### config.mk
export PLATFORM = sky130hd
export DESIGN_NAME = mul_err_sweeper_flat
export DESIGN_NICKNAME = d
export VERILOG_FILES = /design/src/rtl/mul_err_sweeper_if.sv /design/src/rtl/mul_err_sweeper.sv /design/src/flat_wrapper.sv
export SDC_FILE = /design/constraint.sdc
export NUM_CORES = 1
export LEC_CHECK = 0
export CAP_MARGIN = 15
export CORE_MARGIN = 2
export CORE_UTILIZATION = 49
export CTS_BUF_LIST = sky130_fd_sc_hd__clkbuf_4 sky130_fd_sc_hd__clkbuf_8 sky130_fd_sc_hd__clkbuf_16
export DETAILED_ROUTE_END_ITERATION = 10
export PLACE_DENSITY = 0.77
export SLEW_MARGIN = 20
export SYNTH_ARGS = -nofsm -noshare
export SYNTH_HDL_FRONTEND = slang
export SYNTH_SLANG_ARGS = --single-unit
### constraint.sdc
create_clock -name clk -period 8.25 [get_ports clk]
set_input_delay 1.65 -clock clk [delete_from_list [all_inputs] [get_ports clk]]
set_output_delay 1.65 -clock clk [all_outputs]
set_load 0.05 [all_outputs]
### src/rtl/mul_err_sweeper_if.sv
// Operand/product and result bus between the error sweeper (master) and the multiplier plus result sink (slave).
// bias_sum exists only when MUL_SWEEP_SIGNED_ERR_EN is defined.
interface mul_err_sweeper_if #(
  parameter int WIDTH = 6
);
  logic                   start;
  logic [WIDTH-1:0]       mul_in1;
  logic [WIDTH-1:0]       mul_in2;
  logic [2*WIDTH-1:0]     mul_out;
  logic                   busy;
  logic                   done;
  logic [2*WIDTH:0]       err_count;
  logic [2*WIDTH-1:0]     max_err;
  logic [4*WIDTH-1:0]     sum_err;
`ifdef MUL_SWEEP_SIGNED_ERR_EN
  logic signed [4*WIDTH:0] bias_sum;

  modport master (
    input  start, mul_out,
    output mul_in1, mul_in2, busy, done, err_count, max_err, sum_err, bias_sum
  );
  modport slave (
    output start, mul_out,
    input  mul_in1, mul_in2, busy, done, err_count, max_err, sum_err, bias_sum
  );
`else
  modport master (
    input  start, mul_out,
    output mul_in1, mul_in2, busy, done, err_count, max_err, sum_err
  );
  modport slave (
    output start, mul_out,
    input  mul_in1, mul_in2, busy, done, err_count, max_err, sum_err
  );
`endif
endinterface

### src/rtl/mul_err_sweeper.sv
// Exhaustive error sweeper: presents every operand pair to a LAT-cycle multiplier and accumulates error stats.
// Optional MUL_SWEEP_SIGNED_ERR_EN adds a signed bias accumulator (bias_sum).
module mul_err_sweeper #(
  parameter int WIDTH = 6,
  parameter int LAT   = 0
) (
  input logic             clk,
  input logic             rst,
  mul_err_sweeper_if.master bus
);
  localparam int CW = 2 * WIDTH;
  localparam int DW = $clog2(LAT + 1) + 1;
  localparam logic [DW-1:0] DRAIN_LAST = DW'((LAT == 0) ? 0 : LAT - 1);

  localparam logic [1:0] IDLE  = 2'd0;
  localparam logic [1:0] SWEEP = 2'd1;
  localparam logic [1:0] DRAIN = 2'd2;
  localparam logic [1:0] DONE  = 2'd3;

  logic [1:0]         state_q, state_d;
  logic [CW-1:0]      cnt_q, cnt_d;
  logic [DW-1:0]      drain_q, drain_d;
  logic [CW:0]        err_count_q, err_count_d;
  logic [CW-1:0]      max_err_q, max_err_d;
  logic [4*WIDTH-1:0] sum_err_q, sum_err_d;

  logic               sweep_vld;
  logic               tail_vld;
  logic [WIDTH-1:0]   tail_op1, tail_op2;
  logic [CW-1:0]      exact;
  logic [CW-1:0]      err;
  logic [CW:0]        sdiff;

  assign sweep_vld = (state_q == SWEEP);

  // Operands travel with a valid bit so each product is matched to the pair that produced it.
  generate
    if (LAT == 0) begin : g_nopipe
      assign tail_vld = sweep_vld;
      assign tail_op1 = cnt_q[WIDTH-1:0];
      assign tail_op2 = cnt_q[CW-1:WIDTH];
    end else begin : g_pipe
      logic [LAT-1:0]   pvld_q;
      logic [WIDTH-1:0] pop1_q [LAT];
      logic [WIDTH-1:0] pop2_q [LAT];

      always_ff @(posedge clk) begin
        if (rst) begin
          pvld_q <= '0;
          for (int i = 0; i < LAT; i++) begin
            pop1_q[i] <= '0;
            pop2_q[i] <= '0;
          end
        end else begin
          pvld_q[0] <= sweep_vld;
          pop1_q[0] <= cnt_q[WIDTH-1:0];
          pop2_q[0] <= cnt_q[CW-1:WIDTH];
          for (int i = 1; i < LAT; i++) begin
            pvld_q[i] <= pvld_q[i-1];
            pop1_q[i] <= pop1_q[i-1];
            pop2_q[i] <= pop2_q[i-1];
          end
        end
      end

      assign tail_vld = pvld_q[LAT-1];
      assign tail_op1 = pop1_q[LAT-1];
      assign tail_op2 = pop2_q[LAT-1];
    end
  endgenerate

  assign exact = CW'(tail_op1) * CW'(tail_op2);
  assign err   = (bus.mul_out >= exact) ? (bus.mul_out - exact) : (exact - bus.mul_out);
  assign sdiff = {1'b0, bus.mul_out} - {1'b0, exact};

`ifdef MUL_SWEEP_SIGNED_ERR_EN
  logic [4*WIDTH:0] bias_q, bias_d;
`endif

  always_comb begin
    state_d     = state_q;
    cnt_d       = cnt_q;
    drain_d     = drain_q;
    err_count_d = err_count_q;
    max_err_d   = max_err_q;
    sum_err_d   = sum_err_q;
`ifdef MUL_SWEEP_SIGNED_ERR_EN
    bias_d      = bias_q;
`endif
    case (state_q)
      IDLE, DONE: begin
        if (bus.start) begin
          state_d     = SWEEP;
          cnt_d       = '0;
          drain_d     = '0;
          err_count_d = '0;
          max_err_d   = '0;
          sum_err_d   = '0;
`ifdef MUL_SWEEP_SIGNED_ERR_EN
          bias_d      = '0;
`endif
        end
      end
      SWEEP: begin
        // Counter returns to zero on exit so the operand outputs read 0 outside SWEEP.
        if (cnt_q == '1) begin
          cnt_d   = '0;
          drain_d = '0;
          state_d = (LAT == 0) ? DONE : DRAIN;
        end else begin
          cnt_d = cnt_q + 1'b1;
        end
      end
      DRAIN: begin
        if (drain_q == DRAIN_LAST) begin
          state_d = DONE;
        end else begin
          drain_d = drain_q + 1'b1;
        end
      end
      default: state_d = IDLE;
    endcase

    // Samples only arrive in SWEEP/DRAIN, never on the clearing start edge.
    if (tail_vld && (err != '0)) begin
      err_count_d = err_count_q + 1'b1;
      sum_err_d   = sum_err_q + (4*WIDTH)'(err);
      if (err > max_err_q) begin
        max_err_d = err;
      end
    end
`ifdef MUL_SWEEP_SIGNED_ERR_EN
    if (tail_vld) begin
      bias_d = bias_q + {{(4*WIDTH-CW){sdiff[CW]}}, sdiff};
    end
`endif
  end

  always_ff @(posedge clk) begin
    if (rst) begin
      state_q     <= IDLE;
      cnt_q       <= '0;
      drain_q     <= '0;
      err_count_q <= '0;
      max_err_q   <= '0;
      sum_err_q   <= '0;
`ifdef MUL_SWEEP_SIGNED_ERR_EN
      bias_q      <= '0;
`endif
    end else begin
      state_q     <= state_d;
      cnt_q       <= cnt_d;
      drain_q     <= drain_d;
      err_count_q <= err_count_d;
      max_err_q   <= max_err_d;
      sum_err_q   <= sum_err_d;
`ifdef MUL_SWEEP_SIGNED_ERR_EN
      bias_q      <= bias_d;
`endif
    end
  end

  assign bus.mul_in1   = cnt_q[WIDTH-1:0];
  assign bus.mul_in2   = cnt_q[CW-1:WIDTH];
  assign bus.busy      = (state_q == SWEEP) || (state_q == DRAIN);
  assign bus.done      = (state_q == DONE);
  assign bus.err_count = err_count_q;
  assign bus.max_err   = max_err_q;
  assign bus.sum_err   = sum_err_q;
`ifdef MUL_SWEEP_SIGNED_ERR_EN
  assign bus.bias_sum  = $signed(bias_q);
`else
  // sdiff only feeds the bias accumulator.
  logic unused_sdiff;
  assign unused_sdiff = ^sdiff;
`endif
endmodule
### src/flat_wrapper.sv
// flat-port wrapper written by rule: the top's interface ports become plain ports
module mul_err_sweeper_flat 
#(
  parameter int WIDTH = 6,
  parameter int LAT   = 0
)
  (clk, rst, bus_start, bus_mul_out, bus_mul_in1, bus_mul_in2, bus_busy, bus_done, bus_err_count, bus_max_err, bus_sum_err);
  mul_err_sweeper_if #(.WIDTH(WIDTH)) bus_i ();
  input logic clk;
  input logic rst;
  input wire logic [$bits(bus_i.start)-1:0] bus_start;
  input wire logic [$bits(bus_i.mul_out)-1:0] bus_mul_out;
  output wire logic [$bits(bus_i.mul_in1)-1:0] bus_mul_in1;
  output wire logic [$bits(bus_i.mul_in2)-1:0] bus_mul_in2;
  output wire logic [$bits(bus_i.busy)-1:0] bus_busy;
  output wire logic [$bits(bus_i.done)-1:0] bus_done;
  output wire logic [$bits(bus_i.err_count)-1:0] bus_err_count;
  output wire logic [$bits(bus_i.max_err)-1:0] bus_max_err;
  output wire logic [$bits(bus_i.sum_err)-1:0] bus_sum_err;
  assign bus_i.start = bus_start;
  assign bus_i.mul_out = bus_mul_out;
  assign bus_mul_in1 = bus_i.mul_in1;
  assign bus_mul_in2 = bus_i.mul_in2;
  assign bus_busy = bus_i.busy;
  assign bus_done = bus_i.done;
  assign bus_err_count = bus_i.err_count;
  assign bus_max_err = bus_i.max_err;
  assign bus_sum_err = bus_i.sum_err;
  mul_err_sweeper #(.WIDTH(WIDTH), .LAT(LAT)) u_core (.clk(clk), .rst(rst), .bus(bus_i));
endmodule
==> metrics.md, run 1 <==
| Metric | Value |
|---|---|
| Status | completed |
| PwrDens | 198 nW/um^2 |
| Vias in the first global route | 5620 |
| Number of diodes | 0 |
| Crit. End Element | register |
| Delay-heaviest family, CP | compound AO/OA/AOI/OAI gates |
| Tot GR Track Use | 24.7% |
| Global route overflow | 0 |
| Register-to-Register Path Depth | 28 |
| First-pass GRT wire length | 27100 um |
| Leak | 0.00315 uW |
| CP arrival | 8080 ps |
| Crit start category | register |
| Worst Path Required | 8510 ps |
| DRT antenna net count | 0 |
| Final Critical Period | 7820 ps |
| Final setup viols | 0 |
| Mean Syn Cell Area | 8.03 um^2 |
| Nets | 941 |
| Leading register cell type out of synthesis | dfxtp_1 |
| Top-Level Pins | 78 |
| Root buffer cell | clkbuf_16 |
| Routed wire length | 16500 um |
| Register area share after synthesis | 20.3% |
| Initial antenna violation count | 0 |
| Die width | 117 um |
| Final Skew | 9.70 ps |
| Via/cell ratio | 5.94 |
| Drt wl/cell | 16.3 um |
| Die Height | 117 um |
| Core Util, Final | 59.8% |
| Hold path depth | 2 |
| CTS Buf Count | 9 |
| Clock power frac | 30.2% |
| Clock buffer depth | 2 |
| Initial drt markers | 440 |
| Setup ws final | 431 ps |
| Max_cap viols | 0 |
| CTS tree | built |
| Post-placement worst setup slack | 217 ps |
| Fillers | 1135 |
| Hold WC Path Type | register to register |
| Number of clock sinks | 63 |
| Highest clock rate | 0.128 GHz |
| Final worst-path cycle share | 94.8% |
| DRC violations left | 0 |
| Final Power | 1480 uW |
| H-tree depth | 3 |
| P_int | 880 uW |
| Final-report hold violation count | 0 |
| Synth unique cells | 77 |
| RSZ-0062 raised after global routing | false |
| Ys async rst share | 0% |
| IO Port Bufs | 77 |
| Seq pwr share | 25.9% |
| Post-synth EDFFs | 0 |
| Layout area overhead | 20.4% |
| Crit path depth | 28 |
| Hold slack | 480 ps |
| Post-CTS setup buffer count | 0 |
| Mapped cell area | 6220 um^2 |
| Sum Neg Setup Slack | 0 ps |
| Drt pass-1 iters | 5 |
| Switching share of power | 40.6% |
| Final Wtd Congestion | 0.956 |
| CP peak stage delay | 540 ps |
| Post-Syn Nets | 881 |
| Fin. max-slew vios | 0 |
| Total number of vias | 6013 |
| Combinational share of power | 43.9% |
| Number of synthesized register bits | 63 |
| Max-slew headroom | 36.0% |
| Die ar. | 13600 um^2 |
| Yosys warnings | 0 |
| Worst Setup Path Type | register to register |
| Buf/Inv on CP | 3 |
| Fraction of layout cells with a size suffix above 1 | 5.24% |
| Slowest CP cell | fa_1 |
| Core Area | 12500 um^2 |
| NetSw | 602 uW |
| Syn Inst Count | 775 |
| Starting Density | 49.7% |
| VDD IR max | 180 uV |
| Worst slew pin tran | 958 ps |
| Largest net degree at the start of global routing | 49 |
| Worst-path maximum fanout | 11 |
| Skew-Pair Late Insertion Delay | 330 ps |
| DP HPWL | 12200 um |
| CTS clk-pin slew, worst paths | 60 ps |
| Row cnt | 41 |
[through the flow]
stage	cells	instance area, um^2
final	1012	7490
after global routing	1012	7490
after CTS	1012	7470
after detailed placement	996	7120
after global placement	996	7120
after floorplan	775	6220
[cell usage in the layout (no fill, tap or decap), drive strengths merged, types with 7 or more instances in the layout]
cell type      Yosys  final
nor3               7      7
dfxtp             63     63
or3               13     13
o21ai             28     28
inv               91     91
xnor2             16     16
fa                20     20
a21oi             53     53
nor2              28     28
clkbuf            27     11
ha                71     71
xor2              13     13
nand3             46     46
o21a              12     12
o21bai            10     10
a21o              14     14
a211oi             7      7
and3              16     16
a31oi             19     19
clkdlybuf4s50      0     77
and2              30     30
a2111oi            7      7
nand4             14     14
o311ai            12     12
nand2             46     46
buf               15     14
[worst register-to-register path: cells and delay by family (launching register included)]
family | cells | cell delay (ps)
fa+ha+maj | 6 | 2550
compound gates | 11 | 2850
mux | 2 | 470
flops | 1 | 530
xor+xnor | 1 | 120
simple gates | 5 | 1080
buf+inv | 3 | 150
[layout make-up]
cell class	instances	area, um^2	area share [%]
repair buffers	91	876	11.7
clock inverters	5	105	1.40
well taps	172	215	2.87
inverters	92	345	4.61
clock buffers	11	246	3.29
flip-flops and latches	63	1260	16.9
multi-input cells	578	4430	59.2
[state kept, by name, indices dropped and copies added, names as in the netlist]
| name | count |
|---|---|
| u_core.bus.err_count | 13 |
| u_core.state_q | 2 |
| u_core.bus.sum_err | 24 |
| u_core.cnt_q | 12 |
| u_core.bus.max_err | 12 |
[final timing paths]
check	endpoint	slack, ps	startpoint
max	u_core.bus.sum_err[19]	430	u_core.cnt_q[1]
min	u_core.state_q[1]	480	u_core.state_q[1]
max reg2reg	u_core.bus.sum_err[19]	430	u_core.cnt_q[1]
min reg2reg	u_core.state_q[1]	480	u_core.state_q[1]
[cells by family after synthesis]
group | share of synthesized area [%]
XOR/XNOR | 4.08
AND/OR/NAND/NOR | 20.6
adder cells (fa/ha/maj) | 20.7
flip-flops | 20.3
AO/OA/AOI/OAI | 24.4
multiplexers | 1.15
buffers and inverters | 8.83
[power by group through the flow]
stage | Clock, uW | Sequential (uW) | Combinational (uW)
after global routing | 465 | 389 | 704
final | 447 | 384 | 650
after floorplan | 0 | 485 | 373
after CTS | 451 | 383 | 644
after detailed placement | 0 | 389 | 638
after global placement | 0 | 390 | 631
[repair_timing]
item	CTS	global route
endpoints found under the setup margin	0	24
hold buffers	0	0
resized for setup	0	6
[Yosys cell counts (4+ instances only)]
| master | number | area [um^2] |
|---|---|---|
| xnor2_1 | 16 | 140 |
| mux2i_1 | 6 | 60.1 |
| nand3b_1 | 4 | 30.0 |
| a211oi_1 | 7 | 52.6 |
| ha_1 | 71 | 888 |
| a21oi_1 | 53 | 265 |
| nor3_1 | 7 | 35.0 |
| o311ai_1 | 7 | 61.3 |
| o21bai_1 | 10 | 75.1 |
| and3_1 | 16 | 100 |
| a31oi_1 | 19 | 119 |
| o31ai_1 | 4 | 30.0 |
| buf_2 | 7 | 35.0 |
| nand2_1 | 45 | 169 |
| o211ai_1 | 4 | 30.0 |
| nand4_1 | 13 | 81.3 |
| nand3_1 | 46 | 230 |
| inv_1 | 91 | 342 |
| o21a_1 | 12 | 90.1 |
| nor4b_1 | 4 | 35.0 |
| clkbuf_1 | 27 | 101 |
| and2_1 | 30 | 188 |
| fa_1 | 20 | 400 |
| nor2_1 | 28 | 105 |
| xor2_1 | 13 | 114 |
| nand2b_1 | 4 | 25.0 |
| dfxtp_1 | 63 | 1260 |
| or4_1 | 6 | 45.0 |
| nor4_1 | 5 | 31.3 |
| a32oi_1 | 6 | 52.6 |
| or3_1 | 13 | 81.3 |
| nor2b_1 | 6 | 37.5 |
| buf_4 | 4 | 30.0 |
| a41oi_1 | 4 | 35.0 |
| a221oi_1 | 4 | 35.0 |
| o311ai_0 | 5 | 43.8 |
| a21o_1 | 14 | 105 |
| o21ai_0 | 26 | 130 |
[layer usage]
| metal | vias up | global-route usage [%] | share of wire [%] |
|---|---|---|---|
| met1 | 2824 | 34.0 | 46 |
| met5 | - | 0 | 0 |
| met4 | 0 | 6.35 | 1.6 |
| met3 | 26 | 4.93 | 6.1 |
| li1 | 2929 | - | - |
| met2 | 234 | 40.0 | 46 |
(Power assumes the default switching activity.)
==> run 2, diff against run 1 <==
--- a/config.mk
+++ b/config.mk
@@ -7,10 +7,10 @@
 export LEC_CHECK = 0
 export CAP_MARGIN = 15
 export CORE_MARGIN = 2
-export CORE_UTILIZATION = 49
+export CORE_UTILIZATION = 40
 export CTS_BUF_LIST = sky130_fd_sc_hd__clkbuf_4 sky130_fd_sc_hd__clkbuf_8 sky130_fd_sc_hd__clkbuf_16
 export DETAILED_ROUTE_END_ITERATION = 10
-export PLACE_DENSITY = 0.77
+export PLACE_DENSITY = 0.66
 export SLEW_MARGIN = 20
 export SYNTH_ARGS = -nofsm -noshare
 export SYNTH_HDL_FRONTEND = slang
==> metrics.md, run 2 (synthesized netlist as in run 1, its figures left out) <==
| Metric | Value |
|---|---|
| Status | completed |
| RSZ-0062 raised after global routing | false |
| Hold path depth | 2 |
| Hold Path Sink | u_core.state_q[1] |
| Die ar. | 16600 um^2 |
| CP arrival | 8030 ps |
| Top-Level Pins | 78 |
| GR Util met2 | 31.7% |
| Sum Neg Setup Slack | 0 ps |
| Final-report hold violation count | 0 |
| Initial drt markers | 396 |
| Skew-Pair Late Insertion Delay | 340 ps |
| GR peak layer | met2 |
| Worst Path Required | 8520 ps |
| Die width | 129 um |
| Final setup viols | 0 |
| Drt pass-1 iters | 5 |
| DP Area | 7140 um^2 |
| Max-slew headroom | 34.8% |
| Global route overflow | 0 |
| Crit. End Element | register |
| Slowest CP cell | fa_1 |
| Nets | 940 |
| Final worst-path cycle share | 94.0% |
| Final Critical Period | 7760 ps |
| Row cnt | 45 |
| CTS tree | built |
| PwrDens | 199 nW/um^2 |
| First-pass GRT wire length | 27800 um |
| Highest clock rate | 0.129 GHz |
| VDD IR max | 210 uV |
| Starting Density | 40.9% |
| Grt met3 use | 3.53% |
| DRC violations left | 0 |
| GRT met1 Usage | 29.9% |
| Total number of vias | 5943 |
| Max_cap viols | 0 |
| Root buffer cell | clkbuf_16 |
| Routed wire length | 16700 um |
| Largest net degree at the start of global routing | 57 |
| Leak | 0.00316 uW |
| Initial antenna violation count | 0 |
| Clock buffer depth | 2 |
| DP HPWL | 12300 um |
| H-tree depth | 3 |
| Final Power | 1500 uW |
| Fraction of layout cells with a size suffix above 1 | 5.48% |
| Fin. max-slew vios | 0 |
| Hold WC Path Type | register to register |
| Min-delay src | u_core.state_q[1] |
| Worst-path maximum fanout | 11 |
| Design area | 7540 um^2 |
| Number of diodes | 0 |
| DRT antenna net count | 0 |
| Commonest non-fill, non-tap cells in the layout | inv_1, clkdlybuf4s50_1, ha_1 |
| Final Skew | 7.09 ps |
| Die Height | 129 um |
| Tot GR Track Use | 20.6% |
| Worst slew pin tran | 976 ps |
| Drt wl/cell | 16.2 um |
| Crit start category | register |
| Layout area overhead | 21.2% |
| CP peak stage delay | 540 ps |
| Largest register FFs | 24 |
| Fillers | 1495 |
| CTS Buf Count | 9 |
| Number of clock sinks | 63 |
| Flop2flop setup slack | 490 ps |
| Via/cell ratio | 5.79 |
| Final Wtd Congestion | 0.909 |
| Worst R2R Start | u_core.cnt_q[8] |
| Commonest non-fill, non-tap cell in the layout | inv_1 |
| Worst R2R End | u_core.bus.sum_err[19] |
| Core Area | 15200 um^2 |
| Worst Setup Path Type | register to register |
| IO Port Bufs | 77 |
| Vias in the first global route | 5487 |
| CTS clk-pin slew, worst paths | 60 ps |
| Register-to-Register Path Depth | 28 |
[run 2: cell count changes in the layout (fill, tap and decap cells not counted), sizes merged]
cell / before / now
bufinv: 3 / 4
clkbuf: 11 / 9
buf: 14 / 13
inv: 91 / 92
[run 2: stage by stage]
step | hold slack [ps] | cells | setup WS (ps) | utilization, %
2_1_floorplan | 447 | 775 | 676 | -
3_3_place_gp | 465 | 1011 | 525 | 47.0
3_5_place_dp | 472 | 1011 | 286 | 47.0
4_1_cts | 480 | 1027 | 288 | 49.4
5_1_grt | 507 | 1027 | 5.85 | 49.6
6_report | 478 | 1027 | 491 | 49.6
[run 2: per-layer routing]
layer  share of wire (%)  wire length, um
met5                   0                0
met2                  45             7550
met1                  48             8060
met4                 1.3              224
met3                 5.0              829
[run 2: final cells by class]
type                       instances  area, um^2  share of cell area [%]
sequential                        63        1260                    16.8
clock inverter                     7         144                    1.91
clock buffer                       9         225                    2.99
tap                              188         235                    3.12
multi-input combinational        578        4440                    58.9
timing repair buffer              90         881                    11.7
inverter                          92         345                    4.58
[run 2: power by group]
part           switching [uW]  total, uW  internal, uW
Combinational             412        644           232
Clock                     149        476           327
Sequential               42.5        384           341
[run 2: worst max-delay path by stage]
stage / startpoint / slack, ps / end / depth (start not counted)
2_1_floorplan: u_core.cnt_q[2] / 680 / u_core.bus.sum_err[14] / 31
3_3_place_gp: u_core.cnt_q[2] / 520 / u_core.bus.sum_err[19] / 28
3_5_place_dp: u_core.cnt_q[0] / 290 / u_core.bus.sum_err[19] / 27
4_1_cts: u_core.cnt_q[0] / 290 / u_core.bus.sum_err[19] / 27
5_1_grt: u_core.cnt_q[10] / 6 / u_core.bus.sum_err[19] / 28
6_report: u_core.cnt_q[8] / 490 / u_core.bus.sum_err[19] / 28
[run 2: timing repair]
action / 4_1_cts / 5_1_grt
resized for setup: 0 / 9
setup buffers: 0 / 0
hold buffers: 0 / 0
endpoints found under the hold margin: 0 / 0
endpoints found under the setup margin: 0 / 24
[run 2: critical path: cells and delay by family, from the launching register on]
| family | cells | cell delay [ps] |
|---|---|---|
| AO/OA/AOI/OAI | 12 | 2860 |
| XOR/XNOR | 1 | 130 |
| multiplexers | 2 | 470 |
| AND/OR/NAND/NOR | 5 | 1080 |
| adder cells (fa/ha/maj) | 6 | 2610 |
| buffers and inverters | 2 | 90 |
| flip-flops | 1 | 420 |
==> run 3, diff against run 2 <==
--- a/config.mk
+++ b/config.mk
@@ -11,7 +11,8 @@
 export CTS_BUF_LIST = sky130_fd_sc_hd__clkbuf_4 sky130_fd_sc_hd__clkbuf_8 sky130_fd_sc_hd__clkbuf_16
 export DETAILED_ROUTE_END_ITERATION = 10
 export PLACE_DENSITY = 0.66
-export SLEW_MARGIN = 20
+export RECOVER_POWER = 25
+export SLEW_MARGIN = 30
 export SYNTH_ARGS = -nofsm -noshare
 export SYNTH_HDL_FRONTEND = slang
 export SYNTH_SLANG_ARGS = --single-unit
==> metrics.md, run 3 (synthesized netlist as in run 1, its figures left out) <==
| Metric | Value |
|---|---|
| Core Area | 15200 um^2 |
| DRC violations left | 0 |
| DP Area | 7140 um^2 |
| Post-Layout Cell Count | 1027 |
| Drt wl/cell | 16.2 um |
| CP arrival | 8040 ps |
| Status | completed |
| Via/cell ratio | 5.77 |
| Crit start category | register |
| Highest clock rate | 0.129 GHz |
| Number of clock sinks | 63 |
| Worst Path Required | 8520 ps |
| Clock buffer depth | 2 |
| PwrDens | 198 nW/um^2 |
| Post-CTS Resized | 0 |
| Die ar. | 16600 um^2 |
| Final worst-path cycle share | 94.2% |
| H-tree depth | 3 |
| Starting Density | 40.9% |
| Final setup viols | 0 |
| Skew-Pair Late Insertion Delay | 330 ps |
| CTS Buf Count | 9 |
| Initial drt markers | 406 |
| Sum Neg Setup Slack | 0 ps |
| Vias in the first global route | 5487 |
| Number of diodes | 0 |
| Crit. End Element | register |
| DRT antenna net count | 0 |
| First-pass GRT wire length | 27800 um |
| DP HPWL | 12300 um |
| RSZ-0062 raised after global routing | false |
| IO Port Bufs | 77 |
| Post-CTS setup buffer count | 0 |
| Initial antenna violation count | 0 |
| Hold WC Path Type | register to register |
| Design area | 7540 um^2 |
| Max-slew headroom | 36.0% |
| Die Height | 129 um |
| Fin. max-slew vios | 0 |
| Global route overflow | 0 |
| Tot GR Track Use | 20.6% |
| Final Critical Period | 7770 ps |
| Final Skew | 6.81 ps |
| CP peak stage delay | 540 ps |
| Layout area overhead | 21.2% |
| Worst slew pin tran | 958 ps |
| VDD IR max | 210 uV |
| Final Wtd Congestion | 0.909 |
| Slowest CP cell | fa_1 |
| Routed wire length | 16600 um |
| Top-Level Pins | 78 |
| Fraction of layout cells with a size suffix above 1 | 5.48% |
| Leak | 0.00326 uW |
| Max_cap viols | 0 |
| # placed instances | 1011 |
| Largest register FFs | 24 |
| Root buffer cell | clkbuf_16 |
| Nets | 940 |
| Worst Setup Path Type | register to register |
| CTS tree | built |
| Worst-path maximum fanout | 11 |
| CTS clk-pin slew, worst paths | 60 ps |
| Flop2flop setup slack | 480 ps |
| Commonest non-fill, non-tap cell in the layout | inv_1 |
| Row cnt | 45 |
| Die width | 129 um |
| Largest net degree at the start of global routing | 57 |
| Commonest non-fill, non-tap cells in the layout | inv_1, ha_1, dfxtp_1 |
| Final-report hold violation count | 0 |
| Drt pass-1 iters | 5 |
| Post-CTS Hold Fix Bufs | 0 |
| Total number of vias | 5930 |
run 3: worst paths after layout:
kind	from	to	cells past startpoint
min	u_core.state_q[1]	u_core.state_q[1]	2
max reg2reg	u_core.cnt_q[8]	u_core.bus.sum_err[19]	28
min reg2reg	u_core.state_q[1]	u_core.state_q[1]	2
max	u_core.cnt_q[8]	u_core.bus.sum_err[19]	28
run 3: stage by stage:
stage | util, % | setup slack, ps | hold WS (ps) | power, uW
after floorplan | - | 676 | 447 | 858
after global placement | 47.0 | 525 | 465 | 1020
after detailed placement | 47.0 | 286 | 472 | 1030
after CTS | 49.4 | 288 | 480 | 1510
after global routing | 49.6 | 5.85 | 507 | 1580
final | 49.6 | 477 | 478 | 1490
run 3: cell type report:
| type | count | area (um^2) |
|---|---|---|
| Sequential cell | 63 | 1260 |
| Timing Repair Buffer | 90 | 881 |
| Fill cell | 1495 | 7660 |
| Inverter | 92 | 345 |
| Clock inverter | 7 | 144 |
| Tap cell | 188 | 235 |
| Clock buffer | 9 | 225 |
| Multi-Input combinational cell | 578 | 4440 |
run 3: critical path, delay by kind of cell, from the launching register on:
family	cells	cell delay (ps)
compound gates	12	2870
xor+xnor	1	130
buf+inv	2	90
mux	2	470
flops	1	420
simple gates	5	1090
fa+ha+maj	6	2620
run 3: where the power goes:
| group | internal, uW | switching (uW) | leakage [uW] |
|---|---|---|---|
| Combinational | 223 | 412 | 0.00257 |
| Sequential | 341 | 41.3 | 0.000512 |
| Clock | 327 | 147 | 0.000172 |
run 3: metal layers:
metal | routed length (um) | GRT usage (%) | share of wire, % | vias to the layer above
li1 | - | - | - | 2924
met3 | 758 | 3.53 | 4.6 | 15
met1 | 8120 | 29.9 | 49 | 2815
met5 | 0 | 0 | 0 | -
met2 | 7560 | 31.7 | 45 | 176
met4 | 199 | 5.24 | 1.2 | 0
